[config.mk]
export PLATFORM = sky130hd
export DESIGN_NAME = uc_secuenciador_flat
export DESIGN_NICKNAME = d
export VERILOG_FILES = /design/src/rtl/uc_secuenciador_if.sv /design/src/rtl/uc_secuenciador.sv /design/src/flat_wrapper.sv
export SDC_FILE = /design/constraint.sdc
export NUM_CORES = 1
export LEC_CHECK = 0
export BUFFER_PORTS_ARGS = -buffer_cell sky130_fd_sc_hd__buf_2
export CAP_MARGIN = 20
export CELL_PAD_IN_SITES_DETAIL_PLACEMENT = 0
export CELL_PAD_IN_SITES_GLOBAL_PLACEMENT = 1
export CORE_ASPECT_RATIO = 1.5
export CORE_MARGIN = 2
export CORE_UTILIZATION = 35
export DETAILED_ROUTE_END_ITERATION = 7
export GPL_TIMING_DRIVEN = 0
export PLACE_DENSITY_LB_ADDON = 0.1
export SETUP_SLACK_MARGIN = 0.2
export SYNTH_ARGS = -nofsm -noshare
export SYNTH_HDL_FRONTEND = slang
export SYNTH_SLANG_ARGS = --single-unit
[constraint.sdc]
create_clock -name clk -period 2.2 [get_ports clk]
set_input_delay 0.22 -clock clk [delete_from_list [all_inputs] [get_ports clk]]
set_output_delay 0.22 -clock clk [all_outputs]
set_load 0.1 [all_outputs]
[src/rtl/uc_secuenciador_if.sv]
// Instruction-memory fetch handshake between the sequencer (master) and the
// instruction memory (slave).
`timescale 1ns/1ps
interface uc_secuenciador_if;
  logic       imem_req;
  logic       imem_ack;
  logic [5:0] instr_op;

  modport master (output imem_req, input imem_ack, input instr_op);
  modport slave  (input imem_req, output imem_ack, output instr_op);
endinterface

[src/rtl/uc_secuenciador.sv]
// Multi-cycle control-unit sequencer: FETCH/DECODE/EXEC per instruction, with
// fetch timeout, absorbing HALT/ERROR states and a retired-instruction counter.
`timescale 1ns/1ps
module uc_secuenciador #(
  parameter int unsigned TIMEOUT = 15
) (
  input  logic                     clk,
  input  logic                     reset,
  uc_secuenciador_if.master        imem,
  input  logic                     start,
  input  logic                     z,
  output logic                     pc_load,
  output logic                     s_inc,
  output logic                     we3,
  output logic                     wez,
  output logic                     s_datos,
  output logic [2:0]               op_alu,
  output logic                     busy,
  output logic                     halted,
  output logic                     err,
  output logic [15:0]              icount
);

  typedef enum logic [2:0] {
    S_IDLE   = 3'd0,
    S_FETCH  = 3'd1,
    S_DECODE = 3'd2,
    S_EXEC   = 3'd3,
    S_HALT   = 3'd4,
    S_ERROR  = 3'd5
  } state_t;

  localparam logic [7:0] TIMEOUT_LAST = 8'(TIMEOUT - 1);

  state_t      r_state, w_next;
  logic [5:0]  r_ir, w_ir_next;
  logic [7:0]  r_wait, w_wait_next;
  logic [15:0] r_icount, w_icount_next;
  logic        w_is_halt;

  function automatic logic jump_taken(input logic [1:0] cond, input logic zf);
    logic taken;
    case (cond)
      2'b00:   taken = 1'b1;
      2'b01:   taken = zf;
      2'b10:   taken = ~zf;
      default: taken = 1'b0;
    endcase
    return taken;
  endfunction

  assign w_is_halt = (r_ir[5:4] == 2'b11) && (r_ir[1:0] == 2'b11);
  assign icount    = r_icount;

  // State, instruction register, wait counter and retired counter.
  always_ff @(posedge clk or negedge reset) begin
    if (!reset) begin
      r_state  <= S_IDLE;
      r_ir     <= 6'd0;
      r_wait   <= 8'd0;
      r_icount <= 16'd0;
    end else begin
      r_state  <= w_next;
      r_ir     <= w_ir_next;
      r_wait   <= w_wait_next;
      r_icount <= w_icount_next;
    end
  end

  // Next-state logic; HALT and ERROR hold until reset.
  always_comb begin
    w_next        = r_state;
    w_ir_next     = r_ir;
    w_wait_next   = r_wait;
    w_icount_next = r_icount;
    case (r_state)
      S_IDLE: begin
        if (start) begin
          w_next      = S_FETCH;
          w_wait_next = 8'd0;
        end else begin
          w_next = S_IDLE;
        end
      end
      S_FETCH: begin
        if (imem.imem_ack) begin
          w_ir_next = imem.instr_op;
          w_next    = S_DECODE;
        end else if (r_wait == TIMEOUT_LAST) begin
          w_next = S_ERROR;
        end else begin
          w_wait_next = r_wait + 8'd1;
        end
      end
      S_DECODE: w_next = S_EXEC;
      S_EXEC: begin
        if (w_is_halt) begin
          w_next = S_HALT;
        end else begin
          w_next        = S_FETCH;
          w_wait_next   = 8'd0;
          w_icount_next = r_icount + 16'd1;
        end
      end
      S_HALT:  w_next = S_HALT;
      S_ERROR: w_next = S_ERROR;
      default: w_next = S_IDLE;
    endcase
  end

  // Control pulses decoded from the registered state; z is looked at in EXEC.
  always_comb begin
    imem.imem_req = 1'b0;
    pc_load       = 1'b0;
    s_inc         = 1'b0;
    we3           = 1'b0;
    wez           = 1'b0;
    s_datos       = 1'b0;
    op_alu        = 3'd0;
    busy          = 1'b0;
    halted        = 1'b0;
    err           = 1'b0;
    case (r_state)
      S_FETCH: begin
        imem.imem_req = 1'b1;
        busy          = 1'b1;
      end
      S_DECODE: busy = 1'b1;
      S_EXEC: begin
        busy = 1'b1;
        case (r_ir[5:4])
          2'b00: pc_load = 1'b1;
          2'b01: begin
            we3     = 1'b1;
            wez     = 1'b1;
            pc_load = 1'b1;
            op_alu  = r_ir[2:0];
          end
          2'b10: begin
            we3     = 1'b1;
            s_datos = 1'b1;
            pc_load = 1'b1;
          end
          default: begin
            if (!w_is_halt) begin
              pc_load = 1'b1;
              s_inc   = jump_taken(r_ir[1:0], z);
            end else begin
              pc_load = 1'b0;
            end
          end
        endcase
      end
      S_HALT:  halted = 1'b1;
      S_ERROR: err    = 1'b1;
      default: busy   = 1'b0;
    endcase
  end

endmodule

[src/flat_wrapper.sv]
// flat-port wrapper written by rule: the top's interface ports become plain ports
module uc_secuenciador_flat 
#(
  parameter int unsigned TIMEOUT = 15
)
  (clk, reset, start, z, pc_load, s_inc, we3, wez, s_datos, op_alu, busy, halted, err, icount, imem_imem_req, imem_imem_ack, imem_instr_op);
  uc_secuenciador_if imem_i ();
  input  logic clk;
  input  logic reset;
  input  logic start;
  input  logic z;
  output logic pc_load;
  output logic s_inc;
  output logic we3;
  output logic wez;
  output logic s_datos;
  output logic [2:0] op_alu;
  output logic busy;
  output logic halted;
  output logic err;
  output logic [15:0] icount;
  output wire logic [$bits(imem_i.imem_req)-1:0] imem_imem_req;
  input wire logic [$bits(imem_i.imem_ack)-1:0] imem_imem_ack;
  input wire logic [$bits(imem_i.instr_op)-1:0] imem_instr_op;
  assign imem_imem_req = imem_i.imem_req;
  assign imem_i.imem_ack = imem_imem_ack;
  assign imem_i.instr_op = imem_instr_op;
  uc_secuenciador #(.TIMEOUT(TIMEOUT)) u_core (.clk(clk), .reset(reset), .imem(imem_i), .start(start), .z(z), .pc_load(pc_load), .s_inc(s_inc), .we3(we3), .wez(wez), .s_datos(s_datos), .op_alu(op_alu), .busy(busy), .halted(halted), .err(err), .icount(icount));
endmodule
; Word-level counts from Yosys, hierarchy flattened
; Cells that the tools add are included.
; W data, S select, Z words.
[word_totals]
ram_bits = 0
ff_bits = 33
latchBits = 0
rom_bits = 0
elab_cells = 65
n_memories = 0
[op_classes]
bitwise_logic = 2
n_eq_ne = 17
mux = 29
div_mod_pow = 0
n_shift = 0
mul = 0
n_addsub = 2
reduce_logical = 11
magnitude_cmp = 0
[ops]
columns = operator, count
row1 = $mux W8, 4
row2 = $pmux W8 S3, 1
row3 = $pmux W3 S6, 1
row4 = $mux W1, 17
row5 = $add A16 B1 Y16 const B, 1
row6 = $mux W3, 5
row7 = $add A8 B1 Y8 const B, 1
row8 = $eq A2 B2 Y1 const B, 4
row9 = $eq A8 B4 Y1 const B, 1
row10 = $ne A2 B2 Y1 const B, 4
row11 = $eq A3 B2 Y1 const B, 2
row12 = $eq A3 B3 Y1 const B, 2
row13 = $reduce_or A3 Y1, 2
row14 = $reduce_and A5 Y1, 1
row15 = $eq A2 B1 Y1 const B, 2
row16 = $logic_not A2 Y1, 2
row17 = $reduce_and A2 Y1, 2
row18 = $eq A3 B1 Y1 const B, 1
row19 = $logic_not A3 Y1, 1
row20 = $ne A3 B2 Y1 const B, 1
row21 = $pmux W1 S3, 1
row22 = $reduce_bool A3 Y1, 1
row23 = $not A1 Y1, 2
row24 = $reduce_or A2 Y1, 1
row25 = $logic_and A1 B1 Y1, 1

; Depth between registers and ports, before layout
[depth]
ltp_word = 5
ltp_mapped = 6
ltp_nobuf = 6

; Least setup slack after synthesis
; OpenSTA, ideal clock, no wires.
[synth_path]
kind = reg-to-output
start = register u_core.r_state[1]
end = output halted
slack_ps = -664
arrival_ps = 2644
stages_incl_launch_ff = 3
required_ps = 1980
path_cell_list = dfrtp_1 -> buf_2 -> nor3_1
[synth_via]
elab_chain_cells = 2
[synth_rtl]
columns = item, line_no
row1 = start: declaration, uc_secuenciador.sv:35  ; state_t r_state, w_next;
row2 = start signal: assignment, uc_secuenciador.sv:63  ; r_state <= w_next;
row3 = $eq A3 B3 Y1, uc_secuenciador.sv:123  ; case (r_state)
row4 = $mux W1, uc_secuenciador.sv:123
row5 = end: declaration, flat_wrapper.sv:19  ; output logic halted;
; No other way between the ends.

; Worst setup path after layout
[layout_path]
start = register u_core.r_state[1]
end = output imem_imem_req
[layout_via]
elab_chain_cells = 2
[layout_rtl]
columns = item, line_no
row1 = $eq A3 B1 Y1, uc_secuenciador.sv:123
row2 = $mux W1, uc_secuenciador.sv:123
row3 = end: declaration, flat_wrapper.sv:22  ; output wire logic [$bits(imem_i.imem_req)-1:0] imem_imem_req;
; No other way between the ends.

==> impl_metrics.json <==
{
  "core.rowCount": 31,
  "fin_tns_setup_ns": 0,
  "syn_area_mm2": 0.00176,
  "grt_pass1_wl_mm": 6.32,
  "postSynthAreaPerCell_um2": 11.0,
  "postRouteAntennaNets": 0,
  "grt_max_degree": 33,
  "setup_violations": 0,
  "root_buffer": "clkbuf_8",
  "dp.cells": 263,
  "synth_edf_count": 0,
  "period_share_pct": 87.1,
  "critPathArrivalTime_ns": 1.70,
  "antennaDiodeCount": 0,
  "ys_types": 41,
  "whs_ns": -0.0114,
  "crit_required_ns": 1.98,
  "timing.max_cap.violations": 0,
  "placed_area_mm2": 0.00205,
  "grt_usage_pct": 14.8,
  "drt-initial-drc-count": 53,
  "core-area_mm2": 0.00485,
  "portBuffers": 37,
  "ys_async_sr_fraction_pct": 100,
  "synthTopCellsByArea": "dfrtp_1 46%, xnor2_1 5.5%, ha_1 5.0%",
  "clock_latency_ns": 0.28,
  "p_leak_uw": 0.00104,
  "postCtsSetupBuffers": 0,
  "synth_simple_gate_area_share_pct": 23.4,
  "synth_compound_area_share_pct": 10.5,
  "yosysTopAreaCell": "dfrtp_1",
  "first_pass_iters": 4,
  "synth_warnings": 0,
  "die-area_mm2": 0.00562,
  "clockBufferDepth": 2,
  "synthMuxAreaShare_pct": 5.26,
  "wirelength_mm": 3.70,
  "fmax_ghz": 0.522,
  "vias": 1362,
  "crit_path_end_kind": "output pin",
  "place_hpwl_mm": 2.83,
  "yosys-top-cells-count": "32 x dfrtp_1, 11 x xnor2_1, 10 x nand3_1, 10 x nor2_1",
  "violations": "negative hold slack",
  "slew_viol_final": 0,
  "reg2reg_slack_ns": 0.39,
  "drt-vias-per-instance": 5.03,
  "syn_nets": 178,
  "period_minus_slack_ns": 1.92,
  "finish.instance_area_mm2": 0.00219,
  "path_class": "flip-flop to output pin",
  "cts_sinks": 32,
  "routabilityCongestion": 0.757,
  "tightest_slew_ns": 0.714,
  "die_y_um": 90.8,
  "startpoint_type": "flip-flop",
  "drive_above_1_share_pct": 38.5,
  "yosysMostFrequentCell": "dfrtp_1",
  "cts_buffers": 5,
  "fin_skew_ns": 0.00713,
  "status": "finished, violations left",
  "drc": 0,
  "synth_top_family_by_area": "simple AND/OR/NAND/NOR gates",
  "synth_adder_area_share_pct": 4.98,
  "rsz0062_at_grt": "true",
  "slew_headroom_pct": 52.4,
  "cp_max_fo": 10,
  "start_util_pct": 36.3,
  "cts.clk_slew.worst_paths_ns": 0.07,
  "syn_to_final_growth_pct": 24.5,
  "ioPinCount": 39,
  "ys_ff_latch": 32,
  "n_fill_cell": 469,
  "min_path_type": "input pin to asynchronous set/reset pin",
  "power_per_cell_area_mw_per_mm2": 1480,
  "h-tree-depth": 2,
  "layout.nets": 222,
  "synth_xor_area_share_pct": 7.47,
  "ir_worst_vdd_mv": 0.753,
  "syn_inst": 160,
  "wl_per_cell_um": 13.6,
  "synthFlopType": "dfrtp_1",
  "die_x_um": 61.9,
  "antenna_found_initial": 0,
  "grt_pass1_vias": 1371,
  "final_cells": 271,
  "final_hold_viol_count": 20,
  "seq_area_frac_synth_pct": 45.5,
  "synth_top_area_share_pct": 45.5,
  "cts_tree": "yes",
  "overflow": 0
}
[critical path: stages (launching register included)]
cell and delay [ns]:
dfrtp_1 0.41, clkbuf_4 0.20, nand2b_1 0.22, nand2b_4 0.22, clkinvlp_4 0.13, buf_6 0.23
[layer usage]
| metal | share of wire [%] | global-route usage [%] |
|---|---|---|
| met5 | 0 | 0 |
| met4 | 1.5 | 5.32 |
| met3 | 4.4 | 3.15 |
| met2 | 56 | 25.6 |
| met1 | 38 | 16.9 |
[cell usage in the layout, fill, tap and decap left out, types with 2 or more instances in the layout]
cell type / netlist / final
a31oi_1: 5 / 5
nor3_2: 1 / 2
nand2b_1: 2 / 2
ha_1: 7 / 7
nand3_1: 10 / 10
buf_2: 1 / 29
o21a_1: 2 / 2
nor2_1: 10 / 7
mux2_2: 6 / 6
xnor2_1: 11 / 11
clkbuf_4: 0 / 2
a41oi_1: 3 / 3
dfrtp_1: 32 / 26
buf_4: 1 / 7
o21ai_0: 4 / 4
nand2_1: 9 / 9
dfrtp_2: 0 / 6
buf_6: 1 / 2
nand4_1: 6 / 6
xor2_1: 4 / 4
a21oi_1: 9 / 8
nor2_2: 1 / 4
clkbuf_8: 0 / 5
and2_1: 2 / 2
inv_1: 7 / 6
and3_1: 8 / 8
[stage by stage]
| stage | hold slack, ns | worst slack (ns) | total power, µW | util [%] |
|---|---|---|---|---|
| floorplan | -0.0756 | 0.192 | 2370 | - |
| global placement | 0.314 | 0.401 | 2660 | 42.4 |
| detailed placement | 0.321 | 0.386 | 2690 | 42.4 |
| CTS | 0.0137 | 0.193 | 3270 | 45.0 |
| global route | 0.0483 | 0.191 | 3440 | 45.2 |
| finish | -0.0114 | 0.285 | 3240 | 45.2 |
[registers in the layout, summed over array words and instances, names as in the netlist]
name and cells:
u_core.r_wait 8, u_core.icount 16, u_core.r_state 3, u_core.r_ir 5
[cells by family (layout without fill, tap and decap cells)]
logic type | count (synthesis) | in the layout
compound gates | 26 | 26
fa+ha+maj | 7 | 7
xor+xnor | 15 | 15
simple gates | 62 | 62
flops | 32 | 32
buf+inv | 10 | 55
mux | 8 | 8
[worst paths after layout]
check / startpoint / endpoint / cells past startpoint
max in group asynchronous: reset / u_core.icount[1] / 1
worst min register to register: u_core.icount[15] / u_core.icount[15] / 1
worst max register to register: u_core.r_ir[5] / u_core.r_wait[1] / 5
worst min-delay path: reset / u_core.icount[4] / 1
min in group clk: imem_instr_op[5] / u_core.r_ir[5] / 2
worst max-delay path: u_core.r_state[1] / imem_imem_req / 5
[final cells by class]
class / count / area (µm²) / area share [%]
multi-input combinational: 118 / 926 / 42.3
sequential: 32 / 808 / 36.9
timing repair buffer: 37 / 209 / 9.54
tap: 66 / 82.6 / 3.77
clock buffer: 6 / 72.6 / 3.31
clock inverter: 2 / 35.0 / 1.60
inverter: 7 / 30.0 / 1.37
buffer: 3 / 26.3 / 1.20
[timing repair]
action                                 in CTS  in global routing
pin swaps                                   0                  0
endpoints found under the hold margin       0                  0
setup endpoints to repair                   7                  7
hold buffers                                0                  0
resized for setup                           7                  4
[power breakdown]
group | total (µW) | leakage [µW] | switching, µW | internal (µW)
logic | 1780 | 0.000569 | 1280 | 499
registers | 914 | 0.000411 | 179 | 735
clock network | 545 | 0.0000552 | 209 | 336
Power figures use the tool's default switching activity.
